--- src/rtl/nn_tx_pkg.sv ---
// Shared constants and state encoding for the neural-net result UART transmitter.
// Build option: NN_TX_CHECKSUM_EN appends an XOR checksum byte to every frame.
package nn_tx_pkg;

  localparam logic [7:0] NN_TX_HEADER = 8'hA5;

`ifdef NN_TX_CHECKSUM_EN
  localparam int NN_TX_FRAME_BYTES = 7;
`else
  localparam int NN_TX_FRAME_BYTES = 6;
`endif

  localparam int NN_TX_IDX_W = 3;

  typedef enum logic [2:0] {
    IDLE  = 3'd0,
    START = 3'd1,
    DATA  = 3'd2,
    STOP  = 3'd3,
    DONE  = 3'd4
  } tx_state_e;

endpackage

--- src/rtl/uart_tx_byte.sv ---
// Single-byte 8N1 serializer, LSB first. A load during the final stop-bit cycle
// chains the next byte with no idle gap. Unaffected by NN_TX_CHECKSUM_EN.
module uart_tx_byte
  import nn_tx_pkg::*;
#(
  parameter int CLKS_PER_BIT = 434
) (
  input  logic       clk,
  input  logic       rst,
  input  logic       load_i,
  input  logic [7:0] data_i,
  output logic       ready_o,
  output logic       tx_o
);

  localparam int BW = (CLKS_PER_BIT > 1) ? $clog2(CLKS_PER_BIT) : 1;
  localparam logic [BW-1:0] BAUD_LAST = BW'(CLKS_PER_BIT - 1);

  tx_state_e      state_q, state_d;
  logic [BW-1:0]  baud_q, baud_d;
  logic [2:0]     bit_q, bit_d;
  logic [7:0]     shift_q, shift_d;
  logic           tx_q, tx_d;
  logic           baud_end;

  assign baud_end = (baud_q == BAUD_LAST);
  assign ready_o  = (state_q == IDLE) || ((state_q == STOP) && baud_end);
  assign tx_o     = tx_q;

  always_comb begin
    state_d = state_q;
    baud_d  = baud_q;
    bit_d   = bit_q;
    shift_d = shift_q;
    tx_d    = tx_q;
    if (state_q != IDLE) begin
      baud_d = baud_end ? '0 : baud_q + 1'b1;
    end
    case (state_q)
      START: if (baud_end) begin
        state_d = DATA;
        bit_d   = '0;
        tx_d    = shift_q[0];
        shift_d = {1'b0, shift_q[7:1]};
      end
      DATA: if (baud_end) begin
        if (bit_q == 3'd7) begin
          state_d = STOP;
          tx_d    = 1'b1;
        end else begin
          bit_d   = bit_q + 1'b1;
          tx_d    = shift_q[0];
          shift_d = {1'b0, shift_q[7:1]};
        end
      end
      STOP: if (baud_end) begin
        state_d = IDLE;
        tx_d    = 1'b1;
      end
      default: ;
    endcase
    // A load overrides the stop-to-idle step so bytes run back-to-back.
    if (ready_o && load_i) begin
      state_d = START;
      baud_d  = '0;
      bit_d   = '0;
      shift_d = data_i;
      tx_d    = 1'b0;
    end
  end

  always_ff @(posedge clk or posedge rst) begin
    if (rst) begin
      state_q <= IDLE;
      baud_q  <= '0;
      bit_q   <= '0;
      shift_q <= '0;
      tx_q    <= 1'b1;
    end else begin
      state_q <= state_d;
      baud_q  <= baud_d;
      bit_q   <= bit_d;
      shift_q <= shift_d;
      tx_q    <= tx_d;
    end
  end

endmodule

--- src/rtl/nn_result_uart_tx.sv ---
// Captures the net result on start and sends it as one framed UART packet.
// Build option: NN_TX_CHECKSUM_EN appends B6 = XOR of B0..B5.
module nn_result_uart_tx
  import nn_tx_pkg::*;
#(
  parameter int CLKS_PER_BIT = 434
) (
  input  logic        clk,
  input  logic        rst,
  input  logic        start,
  input  logic [15:0] izlaz_1,
  input  logic [15:0] izlaz_2,
  input  logic        indikator_1,
  input  logic        indikator_2,
  output logic        tx,
  output logic        busy,
  output logic        done
);

  localparam logic [NN_TX_IDX_W-1:0] LAST_IDX = NN_TX_IDX_W'(NN_TX_FRAME_BYTES);

  // Frame-level states: IDLE, DATA (bytes streaming), DONE (one-cycle tail).
  tx_state_e              state_q, state_d;
  logic [NN_TX_IDX_W-1:0] byte_idx_q, byte_idx_d;
  logic [1:0]             cap_ind_q, cap_ind_d;
  logic [15:0]            cap_iz1_q, cap_iz1_d;
  logic [15:0]            cap_iz2_q, cap_iz2_d;
  logic                   ser_ready;
  logic                   ser_load;
  logic [7:0]             ser_data;
  logic [7:0]             cur_byte;

`ifdef NN_TX_CHECKSUM_EN
  logic [7:0] csum;
  assign csum = NN_TX_HEADER ^ {6'b0, cap_ind_q} ^ cap_iz1_q[15:8] ^ cap_iz1_q[7:0]
              ^ cap_iz2_q[15:8] ^ cap_iz2_q[7:0];
`endif

  always_comb begin
    cur_byte = NN_TX_HEADER;
    case (byte_idx_q)
      3'd1:    cur_byte = {6'b0, cap_ind_q};
      3'd2:    cur_byte = cap_iz1_q[15:8];
      3'd3:    cur_byte = cap_iz1_q[7:0];
      3'd4:    cur_byte = cap_iz2_q[15:8];
      3'd5:    cur_byte = cap_iz2_q[7:0];
`ifdef NN_TX_CHECKSUM_EN
      3'd6:    cur_byte = csum;
`endif
      default: cur_byte = NN_TX_HEADER;
    endcase
  end

  always_comb begin
    state_d    = state_q;
    byte_idx_d = byte_idx_q;
    cap_ind_d  = cap_ind_q;
    cap_iz1_d  = cap_iz1_q;
    cap_iz2_d  = cap_iz2_q;
    ser_load   = 1'b0;
    ser_data   = NN_TX_HEADER;
    case (state_q)
      IDLE: if (start) begin
        // Header is constant, so B0 loads on the accepting edge itself.
        state_d    = DATA;
        ser_load   = 1'b1;
        ser_data   = NN_TX_HEADER;
        byte_idx_d = NN_TX_IDX_W'(1);
        cap_ind_d  = {indikator_2, indikator_1};
        cap_iz1_d  = izlaz_1;
        cap_iz2_d  = izlaz_2;
      end
      DATA: if (ser_ready) begin
        if (byte_idx_q == LAST_IDX) begin
          state_d = DONE;
        end else begin
          ser_load   = 1'b1;
          ser_data   = cur_byte;
          byte_idx_d = byte_idx_q + 1'b1;
        end
      end
      DONE: begin
        state_d    = IDLE;
        byte_idx_d = '0;
      end
      default: state_d = IDLE;
    endcase
  end

  always_ff @(posedge clk or posedge rst) begin
    if (rst) begin
      state_q    <= IDLE;
      byte_idx_q <= '0;
      cap_ind_q  <= '0;
      cap_iz1_q  <= '0;
      cap_iz2_q  <= '0;
    end else begin
      state_q    <= state_d;
      byte_idx_q <= byte_idx_d;
      cap_ind_q  <= cap_ind_d;
      cap_iz1_q  <= cap_iz1_d;
      cap_iz2_q  <= cap_iz2_d;
    end
  end

  assign busy = (state_q == DATA);
  assign done = (state_q == DONE);

  uart_tx_byte #(
    .CLKS_PER_BIT(CLKS_PER_BIT)
  ) u_ser (
    .clk    (clk),
    .rst    (rst),
    .load_i (ser_load),
    .data_i (ser_data),
    .ready_o(ser_ready),
    .tx_o   (tx)
  );

endmodule

--- config.mk ---
export PLATFORM = sky130hd
export DESIGN_NAME = nn_result_uart_tx
export DESIGN_NICKNAME = d
export VERILOG_FILES = /design/src/rtl/nn_tx_pkg.sv /design/src/rtl/uart_tx_byte.sv /design/src/rtl/nn_result_uart_tx.sv
export SDC_FILE = /design/constraint.sdc
export NUM_CORES = 1
export LEC_CHECK = 0
export ABC_AREA = 1
export CORE_MARGIN = 4
export CORE_UTILIZATION = 56
export DETAILED_ROUTE_END_ITERATION = 12
export PLACE_DENSITY = 0.8
export SETUP_SLACK_MARGIN = 0.2
export SLEW_MARGIN = 20
export SYNTH_ARGS = -nofsm -noshare
export SYNTH_HDL_FRONTEND = slang
export SYNTH_SLANG_ARGS = --single-unit
--- constraint.sdc ---
create_clock -name clk -period 2.2 [get_ports clk]
set_input_delay 0.44 -clock clk [delete_from_list [all_inputs] [get_ports clk]]
set_output_delay 0.44 -clock clk [all_outputs]
set_load 0.05 [all_outputs]
==> run metrics <==
PnR worst setup slack=382 ps; outcome=finished, final reports clean; clock root cell=clkbuf_8; Post-synth EDFFs=0; clock buffer depth=2; worst relative slew slack=0.679; H-Tree Depth=3; TNS Setup=0 ps; DR iter-0 viols=131; drc violations=0; Die W=84.5 µm; final global-route overflow total=0; WHS Path Cells=2; I/O Pins=40; DP HPWL=4.87 mm; Yosys top cell area share=0.466; routed len/inst=14.1 µm; RSZ-0062 raised after global routing=false; antenna cell count=0; RR Endpoint=cap_iz2_q[11]; Critical Path End Type=output pin; Setup Skew=5.88 ps; TritonCTS clock tree=yes; LEAKAGE=1.85 nW; worst endpoint required time=1760 ps; CP Max Fanout=2; die height=84.5 µm; Ys Warns=0; CTS Buf Count=9; Hold Crit Endpoint=u_ser.tx_o; layout cells sized above 1=0.198; final antenna-violating net count=0; Hold Fails Final Rpt=0; crit path DAT=1380 ps; synth-to-layout area growth=21.1%; Max Cap Violations=0; Top FF cell, synth=dfrtp_1; largest cells by area after synthesis=dfrtp_1 47%, nand2_1 11%, mux2_2 11%; num rows=27; Cell Chain, Critical Path=dlygate4sd2_1; Core Footprint=5570 µm²; syn nets=413; critical path class=reg -> out; Starting Density=0.587; Worst path slowest cell=dfstp_2; largest area contributor in the netlist=dfrtp_1; PortBufs=39; pre-CTS WS=273 ps; CTS Hold Buffers Added=0; register-to-register setup slack=380 ps; final net count=459; Hold Crit Start=u_ser.tx_o; gr usage total=0.207; DRT Pass-1 Iters=4; Num Clock Sinks=62; average cell area after synthesis=9.17 µm²; DR vias/cell=5.20; worst reg2reg path depth=5; Tmin final=1820 ps; Mapped Cells=357; post-synth cell types=33; die footprint=7130 µm²; Detailed Route WL=6.72 mm; CP top delay family=flip-flops; share of the yosys chip area belonging to registers=0.474; Synth Register Bits=62; f_max=0.550 GHz; DR vias=2482; final setup violating endpoints=0; Final Cycle Share=0.827; Mapped Area=3270 µm²; GP Congestion=0.834; first-pass GRT wire length=11.9 mm; fraction of registers with async set/reset=1.00; Critical Path Source Type=register; worst-margin pin slew=484 ps; CP Buf/Inv Count=1; initial antenna violation count=0; commonest non-fill, non-tap cells in the layout=96 x nand2_1, 59 x dfrtp_1, 36 x clkdlybuf4s50_1, 31 x mux2_2, 27 x inv_1; worst skew pair latency=330 ps; r2r startpoint=state_q[1]; PwrDens=1330 nW/µm²; Clock Pin Slew Worst Setup and Hold Paths=60 ps; Hold Crit Class=reg -> reg; max incr delay on CP=530 ps; Slew Viols, Final=0; largest net degree at the start of global routing=63; VDD IR max=0.768 mV; commonest non-fill, non-tap cell in the layout=nand2_1; number of global-route vias before repair=2600
[where the power goes]
group | internal (W) | switching [W]
Clock | 0.000597 | 0.000401
Combinational | 0.000962 | 0.00136
Sequential | 0.00164 | 0.000330
[layer usage]
layer  track usage  part of all wire  up-vias
li1              -                 -     1248
met1         0.257              0.44     1179
met2         0.357              0.50       47
met3        0.0530             0.044        8
met4        0.0604             0.014        0
met5             0                 0        -
[cell families (layout without fill, tap and decap cells)]
kind of cell / Yosys count / in the layout / synth area share
AOI/OAI and AO/OA: 45 / 45 / 0.0814
buffers and inverters: 45 / 93 / 0.0566
adders and majority gates: 19 / 19 / 0.0726
DFF: 62 / 62 / 0.474
xor gates and xnor gates: 2 / 2 / 0.00535
muxes: 31 / 31 / 0.107
and+or+nand+nor: 153 / 153 / 0.203
[stage by stage]
stage / cell area, µm² / utilization / hold slack (ps) / instances / total power, W
after floorplan: 3280 / - / 444 / 357 / 0.00367
after global placement: 3740 / 0.672 / 459 / 463 / 0.00411
final: 3970 / 0.712 / 479 / 477 / 0.00529
after global routing: 3970 / 0.712 / 491 / 477 / 0.00573
after CTS: 3940 / 0.707 / 483 / 476 / 0.00526
after detailed placement: 3740 / 0.672 / 467 / 463 / 0.00424
[worst max path at each step]
stage / start / endpoint / slack (ps) / cells after the start
floorplan: rst / byte_idx_q[0] / 220 / 1
global placement: start / u_ser.baud_q[2] / 290 / 8
detailed placement: start / u_ser.baud_q[8] / 270 / 8
CTS: byte_idx_q[0] / u_ser.baud_q[2] / 330 / 10
global route: byte_idx_q[1] / u_ser.state_q[1] / 200 / 9
finish: u_ser.tx_o / tx / 380 / 1
[state kept, by name, indices dropped and copies added (netlist names)]
register       cells
byte_idx_q         3
cap_ind_q          2
cap_iz1_q         16
cap_iz2_q         16
state_q            2
u_ser.baud_q       9
u_ser.bit_q        3
u_ser.shift_q      8
u_ser.state_q      2
u_ser.tx_o         1
[timing repair]
item,CTS,global route
pin swaps,0,2
resized for setup,1,9
buffers inserted,0,1
gates cloned,0,0
endpoints found under the setup margin,1,6
[cell type report]
class | count | area [µm²]
clock buffer | 12 | 165
clock inverter | 1 | 30.0
fill | 421 | 1610
inverter | 36 | 135
multi-input combinational | 250 | 1560
sequential | 62 | 1560
tap | 72 | 90.1
timing repair buffer | 44 | 434
[synth_stat cells (2+ instances only)]
| library cell | number |
|---|---|
| nand2_2 | 6 |
| dfrtp_1 | 61 |
| nor2_1 | 18 |
| o21ai_2 | 3 |
| buf_2 | 7 |
| nand4_1 | 7 |
| ha_1 | 19 |
| o21ai_0 | 16 |
| o211ai_1 | 3 |
| nor3_1 | 3 |
| nand2_1 | 96 |
| inv_2 | 6 |
| o21ai_1 | 4 |
| a21oi_1 | 13 |
| o21bai_1 | 2 |
| mux2_2 | 31 |
| nand3_1 | 16 |
| inv_1 | 30 |
| nor2_2 | 2 |
Note: power is estimated with default switching activity, not from simulation.
